===== src/rtl/link_config_loader_pkg.sv =====
// Shared types and constants for the link configuration loader.
// The stage codes mirror the global stage encoding used by the stage controller.
package link_config_loader_pkg;

    localparam int NUM_LINKS      = 4;
    localparam int MAX_WEIGHT     = 2;
    localparam int LINK_BIT_WIDTH = $clog2(MAX_WEIGHT + 1);
    localparam int CNT_WIDTH      = $clog2(NUM_LINKS + 1);

    localparam int STAGE_WIDTH = 3;
    localparam logic [STAGE_WIDTH-1:0] STAGE_IDLE               = 3'd0;
    localparam logic [STAGE_WIDTH-1:0] STAGE_PARAMETERS_LOADING = 3'd1;
    localparam logic [STAGE_WIDTH-1:0] STAGE_RUN                = 3'd2;

    typedef enum logic [1:0] {
        ST_IDLE,
        ST_FILL,
        ST_COMMIT,
        ST_DONE
    } loader_state_e;

    typedef struct packed {
        logic [LINK_BIT_WIDTH-1:0] weight;
        logic [1:0]                boundary;
    } link_cfg_t;

    function automatic logic weight_over(input logic [LINK_BIT_WIDTH-1:0] w);
        return w > LINK_BIT_WIDTH'(MAX_WEIGHT);
    endfunction

    function automatic logic [LINK_BIT_WIDTH-1:0] clamp_weight(input logic [LINK_BIT_WIDTH-1:0] w);
        return weight_over(w) ? LINK_BIT_WIDTH'(MAX_WEIGHT) : w;
    endfunction

endpackage


===== src/rtl/link_config_loader_if.sv =====
// Host configuration stream: one (weight, boundary) word per valid/ready handshake.
interface link_config_loader_if;
    import link_config_loader_pkg::*;

    logic                      cfg_valid;
    logic                      cfg_ready;
    logic [LINK_BIT_WIDTH-1:0] cfg_weight;
    logic [1:0]                cfg_boundary;

    modport master (output cfg_valid, output cfg_weight, output cfg_boundary, input cfg_ready);
    modport slave  (input cfg_valid, input cfg_weight, input cfg_boundary, output cfg_ready);

endinterface


===== src/rtl/link_config_loader_shift_chain.sv =====
// NUM_LINKS-deep shift register of link configs; clamps incoming weights and
// keeps a sticky flag whenever a clamp happened.
module link_cfg_shift_chain
    import link_config_loader_pkg::*;
(
    input  logic                                clk,
    input  logic                                reset,
    input  logic                                shift_en,
    input  logic                                err_clr,
    input  link_cfg_t                           word_in,
    output logic [NUM_LINKS*LINK_BIT_WIDTH-1:0] weight_bus,
    output logic [NUM_LINKS*2-1:0]              boundary_bus,
    output logic                                cfg_error
);

    link_cfg_t entry_q [NUM_LINKS];
    link_cfg_t entry_d [NUM_LINKS];
    logic      cfg_error_q;
    logic      cfg_error_d;

    always_comb begin
        entry_d     = entry_q;
        cfg_error_d = cfg_error_q;
        if (err_clr) begin
            cfg_error_d = 1'b0;
        end
        if (shift_en) begin
            for (int i = 0; i < NUM_LINKS - 1; i++) begin
                entry_d[i] = entry_q[i+1];
            end
            entry_d[NUM_LINKS-1].weight   = clamp_weight(word_in.weight);
            entry_d[NUM_LINKS-1].boundary = word_in.boundary;
            if (weight_over(word_in.weight)) begin
                cfg_error_d = 1'b1;
            end
        end
    end

    // NOTE: this is a small register array, not a RAM, so every entry is reset
    // to give the links all-zero buses straight out of reset.
    always_ff @(posedge clk or negedge reset) begin
        if (!reset) begin
            for (int i = 0; i < NUM_LINKS; i++) begin
                entry_q[i] <= '0;
            end
            cfg_error_q <= 1'b0;
        end else begin
            entry_q     <= entry_d;
            cfg_error_q <= cfg_error_d;
        end
    end

    for (genvar g = 0; g < NUM_LINKS; g++) begin : g_bus
        assign weight_bus[g*LINK_BIT_WIDTH +: LINK_BIT_WIDTH] = entry_q[g].weight;
        assign boundary_bus[g*2 +: 2]                         = entry_q[g].boundary;
    end

    assign cfg_error = cfg_error_q;

endmodule


===== src/rtl/link_config_loader.sv =====
// Loader FSM: fills the link parameter bus from the host stream, then overrides
// the global stage with STAGE_PARAMETERS_LOADING for one cycle.
module link_config_loader
    import link_config_loader_pkg::*;
(
    input  logic                                clk,
    input  logic                                reset,
    input  logic                                start,
    input  logic                                abort,
    link_config_loader_if.slave                 cfg,
    input  logic [STAGE_WIDTH-1:0]              global_stage_in,
    output logic [STAGE_WIDTH-1:0]              global_stage_out,
    output logic [NUM_LINKS*LINK_BIT_WIDTH-1:0] weight_bus,
    output logic [NUM_LINKS*2-1:0]              boundary_bus,
    output logic                                busy,
    output logic                                done,
    output logic                                cfg_error
);

    loader_state_e        state_q, state_d;
    logic [CNT_WIDTH-1:0] count_q, count_d;
    logic                 cfg_ready;
    logic                 shift_en;
    logic                 err_clr;
    link_cfg_t            word_in;

    // NOTE: every output of this block gets a default first, so no path can
    // leave a signal unassigned and infer a latch.
    always_comb begin
        state_d          = state_q;
        count_d          = count_q;
        cfg_ready        = 1'b0;
        busy             = 1'b0;
        done             = 1'b0;
        shift_en         = 1'b0;
        err_clr          = 1'b0;
        global_stage_out = global_stage_in;
        case (state_q)
            ST_IDLE: begin
                if (start) begin
                    state_d = ST_FILL;
                    count_d = '0;
                    err_clr = 1'b1;
                end
            end
            ST_FILL: begin
                cfg_ready = 1'b1;
                busy      = 1'b1;
                // abort beats a same-cycle handshake: the word is dropped.
                if (abort) begin
                    state_d = ST_IDLE;
                    count_d = '0;
                end else if (cfg.cfg_valid) begin
                    shift_en = 1'b1;
                    count_d  = count_q + CNT_WIDTH'(1);
                    if (count_q == CNT_WIDTH'(NUM_LINKS - 1)) begin
                        state_d = ST_COMMIT;
                    end
                end
            end
            ST_COMMIT: begin
                busy             = 1'b1;
                global_stage_out = STAGE_PARAMETERS_LOADING;
                state_d          = ST_DONE;
            end
            ST_DONE: begin
                done = 1'b1;
                if (start) begin
                    state_d = ST_FILL;
                    count_d = '0;
                    err_clr = 1'b1;
                end
            end
            default: state_d = ST_IDLE;
        endcase
    end

    // NOTE: state registers use non-blocking assignments so every flop samples
    // the pre-edge value of its neighbours.
    always_ff @(posedge clk or negedge reset) begin
        if (!reset) begin
            state_q <= ST_IDLE;
            count_q <= '0;
        end else begin
            state_q <= state_d;
            count_q <= count_d;
        end
    end

    assign cfg.cfg_ready    = cfg_ready;
    assign word_in.weight   = cfg.cfg_weight;
    assign word_in.boundary = cfg.cfg_boundary;

    link_cfg_shift_chain u_chain (
        .clk          (clk),
        .reset        (reset),
        .shift_en     (shift_en),
        .err_clr      (err_clr),
        .word_in      (word_in),
        .weight_bus   (weight_bus),
        .boundary_bus (boundary_bus),
        .cfg_error    (cfg_error)
    );

endmodule


===== src/flat_wrapper.sv =====
// flat-port wrapper written by rule: the top's interface ports become plain ports
module link_config_loader_flat import link_config_loader_pkg::*;
  (clk, reset, start, abort, global_stage_in, global_stage_out, weight_bus, boundary_bus, busy, done, cfg_error, cfg_cfg_valid, cfg_cfg_weight, cfg_cfg_boundary, cfg_cfg_ready);
  link_config_loader_if cfg_i ();
  input  logic clk;
  input  logic reset;
  input  logic start;
  input  logic abort;
  input  logic [STAGE_WIDTH-1:0] global_stage_in;
  output logic [STAGE_WIDTH-1:0] global_stage_out;
  output logic [NUM_LINKS*LINK_BIT_WIDTH-1:0] weight_bus;
  output logic [NUM_LINKS*2-1:0] boundary_bus;
  output logic busy;
  output logic done;
  output logic cfg_error;
  input wire logic [$bits(cfg_i.cfg_valid)-1:0] cfg_cfg_valid;
  input wire logic [$bits(cfg_i.cfg_weight)-1:0] cfg_cfg_weight;
  input wire logic [$bits(cfg_i.cfg_boundary)-1:0] cfg_cfg_boundary;
  output wire logic [$bits(cfg_i.cfg_ready)-1:0] cfg_cfg_ready;
  assign cfg_i.cfg_valid = cfg_cfg_valid;
  assign cfg_i.cfg_weight = cfg_cfg_weight;
  assign cfg_i.cfg_boundary = cfg_cfg_boundary;
  assign cfg_cfg_ready = cfg_i.cfg_ready;
  link_config_loader u_core (.clk(clk), .reset(reset), .start(start), .abort(abort), .cfg(cfg_i), .global_stage_in(global_stage_in), .global_stage_out(global_stage_out), .weight_bus(weight_bus), .boundary_bus(boundary_bus), .busy(busy), .done(done), .cfg_error(cfg_error));
endmodule

===== config.mk =====
export PLATFORM = sky130hd
export DESIGN_NAME = link_config_loader_flat
export DESIGN_NICKNAME = d
export VERILOG_FILES = /design/src/rtl/link_config_loader_pkg.sv /design/src/rtl/link_config_loader_if.sv /design/src/rtl/link_config_loader_shift_chain.sv /design/src/rtl/link_config_loader.sv /design/src/flat_wrapper.sv
export SDC_FILE = /design/constraint.sdc
export NUM_CORES = 1
export LEC_CHECK = 0
export CAP_MARGIN = 20
export CORE_MARGIN = 8
export CORE_UTILIZATION = 44
export CTS_CLUSTER_DIAMETER = 40
export DETAILED_ROUTE_END_ITERATION = 10
export PLACE_DENSITY = 0.81
export SYNTH_ARGS = -nofsm -noshare
export SYNTH_HDL_FRONTEND = slang
export SYNTH_HIERARCHICAL = 1
export SYNTH_SLANG_ARGS = --single-unit

===== constraint.sdc =====
create_clock -name clk -period 2.2 [get_ports clk]
set_input_delay 0.44 -clock clk [delete_from_list [all_inputs] [get_ports clk]]
set_output_delay 0.44 -clock clk [all_outputs]
set_load 0.01 [all_outputs]

==> results.cfg, run 1 <==
[sta]
max_freq_ghz = 0.4709
whs_ns = 0.4596
rsz0062_at_grt = no
setup_ws_ns = 0.07636
setup_violations = 0
slew_viol_final = 0
hold_viol = 0
clock_skew_ns = 0.005229
finalCritPeriodShare = 0.9653
max_slew_margin = 0.7998
tns_ns = 0
fin_crit_ns = 2.124
worstMarginPinSlew_ns = 0.2997

[detailed_routing]
first_pass_iters = 2
viasPerCell = 4.903
drt-total-wl_mm = 2.157
drt_iter0_drc = 14
routed-via-count = 706
wl_per_cell_um = 14.98
drc = 0
ant_nets = 0

[cts]
root_buffer = clkbuf_4
cts.clk_slew.worst_paths_ns = 0.12
cts_hold_buf = 0
ctsHtreeMaxLevel = 1
tritoncts = yes
clkSinkCount = 22
clockBufferDepth = 2
cts-buffers-inserted = 3
clk_latency_ns = 0.31

[place]
place_congestion = 0.7051
place_inst = 139
place_area_sq_um = 1414
pre_cts_ws_ns = 0.1531
port_buffers = 34
hpwl_mm = 1.691

[floorplan]
dieArea_sq_um = 4182
core_area_sq_um = 2233
fp.dieH_um = 64.67
fp.dieW_um = 64.67
io_pins = 35
placementRows = 17
initial_core_util = 0.4667

[pwr]
p_leak_nw = 0.6673
peakVddDrop_v = 0.0009896
powerDensity_nw_per_um2 = 1433
p_total_mw = 2.132

[critical_path]
critPathRequiredTime_ns = 1.76
reg2reg_slack_ns = 0.52
worstPathArrival_ns = 1.68
rr_endpoint = u_core/count_q[0]
setup.worst_path.start_class = flip-flop
path_class = flip-flop to primary output
crit_fanout = 7
r2r_cells = 5
cp-end-kind = primary output
reg2reg_from = u_core/state_q[1]

[grt]
globalRouteMet2Util = 0.1963
grt_max_degree = 23
grt_pass1_wl_mm = 3.663
grt_busiest_layer = met2
grtUsageMet1 = 0.1161
grt_overflow_total = 0
grt_pass1_vias = 779
antenna_found_initial = 0
met3_usage = 0.02921
track_usage = 0.1090

[run_status]
outcome = completed

[yosys]
syn_area_sq_um = 1042
yosys-top-cells-area = dfrtp_1 (53%), mux2_2 (12%), mux2_4 (10%), ha_1 (6.0%), inv_1 (2.5%)
avgSynthCellArea_sq_um = 13.54
ys_types = 22
ys_ff_latch = 22
synth_top_area_share = 0.5282
syn_nets = 94
ys_seq_area_frac = 0.5282
synth_cells = 77
yosysWarnings = 6
synth_top_area_cell = dfrtp_1

[cells_and_area]
seq_area_sq_um = 550.5
n_antenna_cell = 0
nFillCells = 171
area_growth_pct = 42.74
instances_no_fill = 144
fin_nets = 134
fin_util = 0.6661
post-route-cell-area_sq_um = 1488
multi_input_area_sq_um = 449.2
drive_gt1_frac = 0.2672

[flow_run]
drv_cap = 0

[worst_hold_path]
hold_class = primary input to asynchronous set/reset pin
## critical path, stage by stage (launching register included)
cell,delay [ns]
dfrtp_1,0.47
inv_1,0.11
ha_2,0.25
clkdlybuf4s50_1,0.56
## cell usage in the layout (no fill, tap or decap), drive strengths merged
cell            n
and2b           1
clkbuf          3
nand3           1
a211oi          1
buf             3
nor2b           2
nor2            2
nand3b          1
ha              5
a21oi           1
and2            1
bufinv          1
inv             7
or2             1
a21o            1
nor3            3
clkdlybuf4s50  33
a221oi          1
o21ai           5
dlygate4sd2     1
dfrtp          22
mux2           18
and3            2
## how the worst max path moves through the flow
stage                     cells past startpoint          startpoint  slack, ns                             end
after floorplan                               6   u_core/state_q[1]       0.55  u_core/u_chain/boundary_bus[0]
after global placement                        3  global_stage_in[0]       0.19             global_stage_out[0]
after detailed placement                      3  global_stage_in[0]       0.15             global_stage_out[0]
after CTS                                     3   u_core/state_q[1]      0.001                   cfg_cfg_ready
after global routing                          3   u_core/state_q[1]      0.008                   cfg_cfg_ready
final                                         3   u_core/state_q[1]       0.08                   cfg_cfg_ready
## cells in the mapped netlist (all sizes together)
cell type	n
or2	1
a21oi	1
and2	1
mux2	18
a221oi	1
nand3b	1
buf	2
and3	2
a21o	1
nor3	3
a211oi	1
o21ai	5
and2b	1
ha	5
nand3	1
dfrtp	22
nor2	2
inv	7
nor2b	2
## report_power, final
group | internal [mW] | switching, mW
Clock | 0.184 | 0.123
Combinational | 0.691 | 0.422
Sequential | 0.585 | 0.128
Total | 1.46 | 0.672
## final cells by class
class | count | share of cell area
Sequential cell | 22 | 0.3701
Multi-Input combinational cell | 46 | 0.3019
Timing Repair Buffer | 37 | 0.2515
Tap cell | 28 | 0.02355
Clock inverter | 1 | 0.02018
Inverter | 7 | 0.01766
Clock buffer | 3 | 0.01514
## registers in the layout (all words and copies together) (netlist names)
signal / count
u_core/u_chain/boundary_bus: 8
u_core/u_chain/weight_bus: 8
u_core/count_q: 3
u_core/state_q: 2
u_core/u_chain/cfg_error: 1
## what timing repair did
item	4_1_cts	5_1_grt
resized for setup	2	1
buffers inserted	1	0
setup endpoints to repair	2	1
## cell families after synthesis
kind of cell / share of synthesized area
AO/OA/AOI/OAI: 0.05642
adder cells (fa/ha/maj): 0.06002
buffers and inverters: 0.05523
flip-flops: 0.5282
multiplexers: 0.2197
AND/OR/NAND/NOR: 0.08044
## routing by layer
metal / up-vias / wire, um
met5: - / 0
met4: 0 / 44
met3: 6 / 102
met2: 12 / 1203
met1: 344 / 806
li1: 344 / -
Power figures use the tool's default switching activity.
==> inputs of run 2 (changes only) <==
--- a/config.mk
+++ b/config.mk
@@ -7,10 +7,11 @@
 export LEC_CHECK = 0
 export CAP_MARGIN = 20
 export CORE_MARGIN = 8
-export CORE_UTILIZATION = 44
+export CORE_UTILIZATION = 45
 export CTS_CLUSTER_DIAMETER = 40
 export DETAILED_ROUTE_END_ITERATION = 10
-export PLACE_DENSITY = 0.81
+export HOLD_SLACK_MARGIN = 0.1
+export PLACE_DENSITY = 0.82
 export SYNTH_ARGS = -nofsm -noshare
 export SYNTH_HDL_FRONTEND = slang
 export SYNTH_HIERARCHICAL = 1
==> constraint.sdc (replaced) <==
create_clock -name clk -period 2.63 [get_ports clk]
set_input_delay 0.526 -clock clk [delete_from_list [all_inputs] [get_ports clk]]
set_output_delay 0.526 -clock clk [all_outputs]
set_load 0.01 [all_outputs]
==> run 2 against run 1 <==
- die area fell by 1.7%
- wire length fell by 5.1%
- critical path depth rose by 1
- utilization fell by 2.0 points
- sequential power fell by 17%
- power fell by 22%
- largest power group unchanged
- via count fell by 1.6%
==> results.cfg, run 2 (synthesis gave the netlist of run 1 again) <==
[sta]
rsz0062_at_grt = no
setup_ws_ns = 0.3259
setup_violations = 0
fin_crit_ns = 2.304
tns_ns = 0
worstMarginPinSlew_ns = 0.4444
slew_viol_final = 0
hold_viol = 0
max_slew_margin = 0.7038
finalCritPeriodShare = 0.8761
max_freq_ghz = 0.4340
clock_skew_ns = 0.003804

[place]
hpwl_mm = 1.604
place_inst = 138
place_area_sq_um = 1394
place_congestion = 0.6854
pre_cts_ws_ns = 0.4007
port_buffers = 34

[critical_path]
max_stage_delay_ns = 0.48
crit_chain = inv_1 > ha_1 > or2_2 > clkdlybuf4s50_1
worstPathArrival_ns = 1.78
crit_fanout = 4
path_class = flip-flop to primary output
cp-end-kind = primary output
critPathRequiredTime_ns = 2.10
setup.worst_path.start_class = flip-flop
slowest_stage = clkdlybuf4s50_1

[floorplan]
core_area_sq_um = 2212
dieArea_sq_um = 4112
placementRows = 17
io_pins = 35
fp.dieW_um = 64.13
initial_core_util = 0.4712
fp.dieH_um = 64.13

[pwr]
powerDensity_nw_per_um2 = 1159
peakVddDrop_v = 0.0006980
p_leak_nw = 0.6485

[cells_and_area]
drive_gt1_frac = 0.2368
fin_nets = 132
layout_common_cells = clkdlybuf4s50_1 (34), dfrtp_1 (22), mux2_2 (11)
final_common_cell = clkdlybuf4s50_1
instances_no_fill = 142
post-route-cell-area_sq_um = 1430
area_growth_pct = 37.21
n_antenna_cell = 0
nFillCells = 197

[detailed_routing]
drc = 0
viasPerCell = 4.894
routed-via-count = 695
first_pass_iters = 4
ant_nets = 0
drt-total-wl_mm = 2.048
wl_per_cell_um = 14.42
drt_iter0_drc = 8

[cts]
clkSinkCount = 22
ctsHtreeMaxLevel = 1
tritoncts = yes
clk_latency_ns = 0.30
cts_hold_buf = 0
post_cts_buffers = 0
cts-buffers-inserted = 3
cts.clk_slew.worst_paths_ns = 0.11
root_buffer = clkbuf_4
clockBufferDepth = 2
cts-resized-gates = 0

[grt]
antenna_found_initial = 0
grt_pass1_wl_mm = 3.477
grt_max_degree = 23
track_usage = 0.1075
grt_overflow_total = 0
grt_pass1_vias = 714

[flow_run]
drv_cap = 0

[worst_hold_path]
hold_class = flip-flop to flip-flop

[run_status]
outcome = completed
==> run 2: cell types whose count changed in the layout (fill, tap and decap cells not counted), sizes merged <==
cell           delta
clkdlybuf4s50     +1
dlygate4sd2       -1
clkbuf            +1
bufinv            -1
buf               -2
==> run 2: per-layer routing <==
metal  global-route usage  vias to the layer above  wire [um]
li1                     -                      337          -
met1               0.1183                      339        815
met2               0.1757                       15       1040
met3              0.05749                        4        164
met4              0.03270                        0         28
met5                    0                        -          0
==> run 2: area by class of cell <==
| class | count | area (sq um) | area share |
|---|---|---|---|
| Multi-Input combinational cell | 46 | 434.2 | 0.3036 |
| Tap cell | 28 | 35.03 | 0.02450 |
| Timing Repair Buffer | 35 | 347.8 | 0.2432 |
| Inverter | 7 | 26.28 | 0.01837 |
| Sequential cell | 22 | 550.5 | 0.3850 |
| Clock buffer | 4 | 36.28 | 0.02537 |
==> run 2: worst max-delay path: cells and delay by family (launching register included) <==
family / cells / cell delay [ns]
adders and majority gates: 1 / 0.23
buffers and inverters: 2 / 0.54
DFF: 1 / 0.41
and+or+nand+nor: 1 / 0.30
==> run 2: power by group <==
group          internal [mW]  switching [mW]  total, mW
Clock                 0.0845          0.0963      0.181
Sequential             0.490           0.105      0.595
Combinational          0.540           0.341      0.881
==> run 2: worst paths after layout <==
path,slack [ns],from,to,cells after the start
max,0.33,u_core/state_q[0],global_stage_out[0],4
min,0.52,u_core/count_q[1],u_core/count_q[1],1
max reg2reg,0.80,u_core/state_q[1],u_core/u_chain/weight_bus[7],4
min reg2reg,0.52,u_core/count_q[1],u_core/count_q[1],1
max in group asynchronous,1.85,reset,u_core/u_chain/weight_bus[6],2
min in group asynchronous,0.56,reset,u_core/count_q[1],2
==> run 2: per-stage QoR <==
step | hold slack, ns | power, mW | util
global route | 0.5407 | 1.778 | 0.6465
detailed placement | 0.4998 | 1.500 | 0.6301
global placement | 0.4944 | 1.472 | 0.6301
CTS | 0.5279 | 1.685 | 0.6465
floorplan | 0.2304 | 1.070 | -
finish | 0.5244 | 1.657 | 0.6465
==> inputs of run 3 (changes only) <==
--- a/config.mk
+++ b/config.mk
@@ -11,7 +11,7 @@
 export CTS_CLUSTER_DIAMETER = 40
 export DETAILED_ROUTE_END_ITERATION = 10
 export HOLD_SLACK_MARGIN = 0.1
-export PLACE_DENSITY = 0.82
+export PLACE_DENSITY_LB_ADDON = 0.25
 export SYNTH_ARGS = -nofsm -noshare
 export SYNTH_HDL_FRONTEND = slang
 export SYNTH_HIERARCHICAL = 1
==> run 3 against run 2 <==
- sequential power about the same
- cell count is the same
- worst setup slack got worse by 0.035 ns
- critical endpoint unchanged
- highest routed layer unchanged
==> results.cfg, run 3 (synthesis gave the netlist of run 1 again) <==
[run_status]
outcome = completed

[grt]
antenna_found_initial = 0
grt_overflow_total = 0
track_usage = 0.1044
grt_pass1_vias = 750
grt_pass1_wl_mm = 3.456
grt_max_degree = 23

[cts]
clockBufferDepth = 2
cts_hold_buf = 0
post_cts_buffers = 0
ctsHtreeMaxLevel = 1
cts.clk_slew.worst_paths_ns = 0.13
clk_latency_ns = 0.31
root_buffer = clkbuf_4
tritoncts = yes
clkSinkCount = 22
cts-buffers-inserted = 3
cts-resized-gates = 0

[cells_and_area]
final_common_cell = clkdlybuf4s50_1
layout_common_cells = clkdlybuf4s50_1 (34), dfrtp_1 (22), mux2_2 (11)
nFillCells = 194
n_antenna_cell = 0
area_growth_pct = 38.78
drive_gt1_frac = 0.2368
fin_nets = 132

[floorplan]
dieArea_sq_um = 4112
core_area_sq_um = 2212
placementRows = 17
fp.dieH_um = 64.13
fp.dieW_um = 64.13
initial_core_util = 0.4712
io_pins = 35

[place]
place_congestion = 0.7000
pre_cts_ws_ns = 0.4220
hpwl_mm = 1.601
port_buffers = 34

[sta]
clock_skew_ns = 0.01055
fin_crit_ns = 2.339
setup_ws_ns = 0.2908
worstMarginPinSlew_ns = 0.4536
slew_viol_final = 0
max_slew_margin = 0.6976
rsz0062_at_grt = no
tns_ns = 0
hold_viol = 0
finalCritPeriodShare = 0.8894
max_freq_ghz = 0.4275
setup_violations = 0

[worst_hold_path]
hold_depth = 1
hold_class = flip-flop to flip-flop

[detailed_routing]
routed-via-count = 705
drc = 0
first_pass_iters = 4
drt-total-wl_mm = 2.092
ant_nets = 0
viasPerCell = 4.965
drt_iter0_drc = 13
wl_per_cell_um = 14.73

[pwr]
powerDensity_nw_per_um2 = 1201
p_leak_nw = 0.6555
peakVddDrop_v = 0.0008174

[flow_run]
drv_cap = 0

[critical_path]
cp-end-kind = primary output
worstPathArrival_ns = 1.81
critPathRequiredTime_ns = 2.10
r2r_cells = 4
crit_fanout = 4
setup.worst_path.start_class = flip-flop
path_class = flip-flop to primary output
-- run 3: per-stage QoR --
stage / utilization / std cells / hold WS [ns] / instance area [sq um] / total power, mW
finish: 0.6538 / 142 / 0.5335 / 1446 / 1.737
global route: 0.6538 / 142 / 0.5499 / 1446 / 1.851
CTS: 0.6538 / 142 / 0.5325 / 1446 / 1.762
detailed placement: 0.6301 / 138 / 0.4976 / 1394 / 1.498
global placement: 0.6301 / 138 / 0.4942 / 1394 / 1.468
floorplan: - / 77 / 0.2304 / 1042 / 1.070
-- run 3: critical path: stages (launching register included) --
cell             delay [ns]
dfrtp_1                0.41
inv_1                  0.06
ha_1                   0.24
or2_2                  0.31
clkdlybuf4s50_1        0.49
-- run 3: layer usage --
metal	global-route usage	part of all wire
met1	0.1116	0.41
met2	0.1832	0.52
met3	0.03310	0.057
met4	0.04905	0.0067
met5	0	0
-- run 3: worst paths after layout --
kind                                                     start                              to  slack (ns)
min in group asynchronous                                reset    u_core/u_chain/weight_bus[3]        0.55
max in group asynchronous                                reset               u_core/count_q[2]        1.86
worst min-delay path            u_core/u_chain/boundary_bus[0]  u_core/u_chain/boundary_bus[0]        0.53
worst min register to register  u_core/u_chain/boundary_bus[0]  u_core/u_chain/boundary_bus[0]        0.53
worst max register to register               u_core/state_q[1]    u_core/u_chain/weight_bus[4]        0.79
worst max-delay path                         u_core/state_q[0]             global_stage_out[0]        0.29
-- run 3: final cells by class --
cell class                 count  area [sq um]  area share
clock buffer                   3         22.52     0.01557
clock inverter                 1         30.03     0.02076
inverter                       7         26.28     0.01817
multi-input combinational     46         434.2      0.3002
sequential                    22         550.5      0.3806
tap                           28         35.03     0.02422
timing repair buffer          35         347.8      0.2405
-- run 3: report_power, final --
| group | switching, mW | internal (mW) | leakage (nW) |
|---|---|---|---|
| registers | 0.108 | 0.490 | 0.275 |
| clock network | 0.104 | 0.154 | 0.0279 |
| logic | 0.341 | 0.539 | 0.353 |
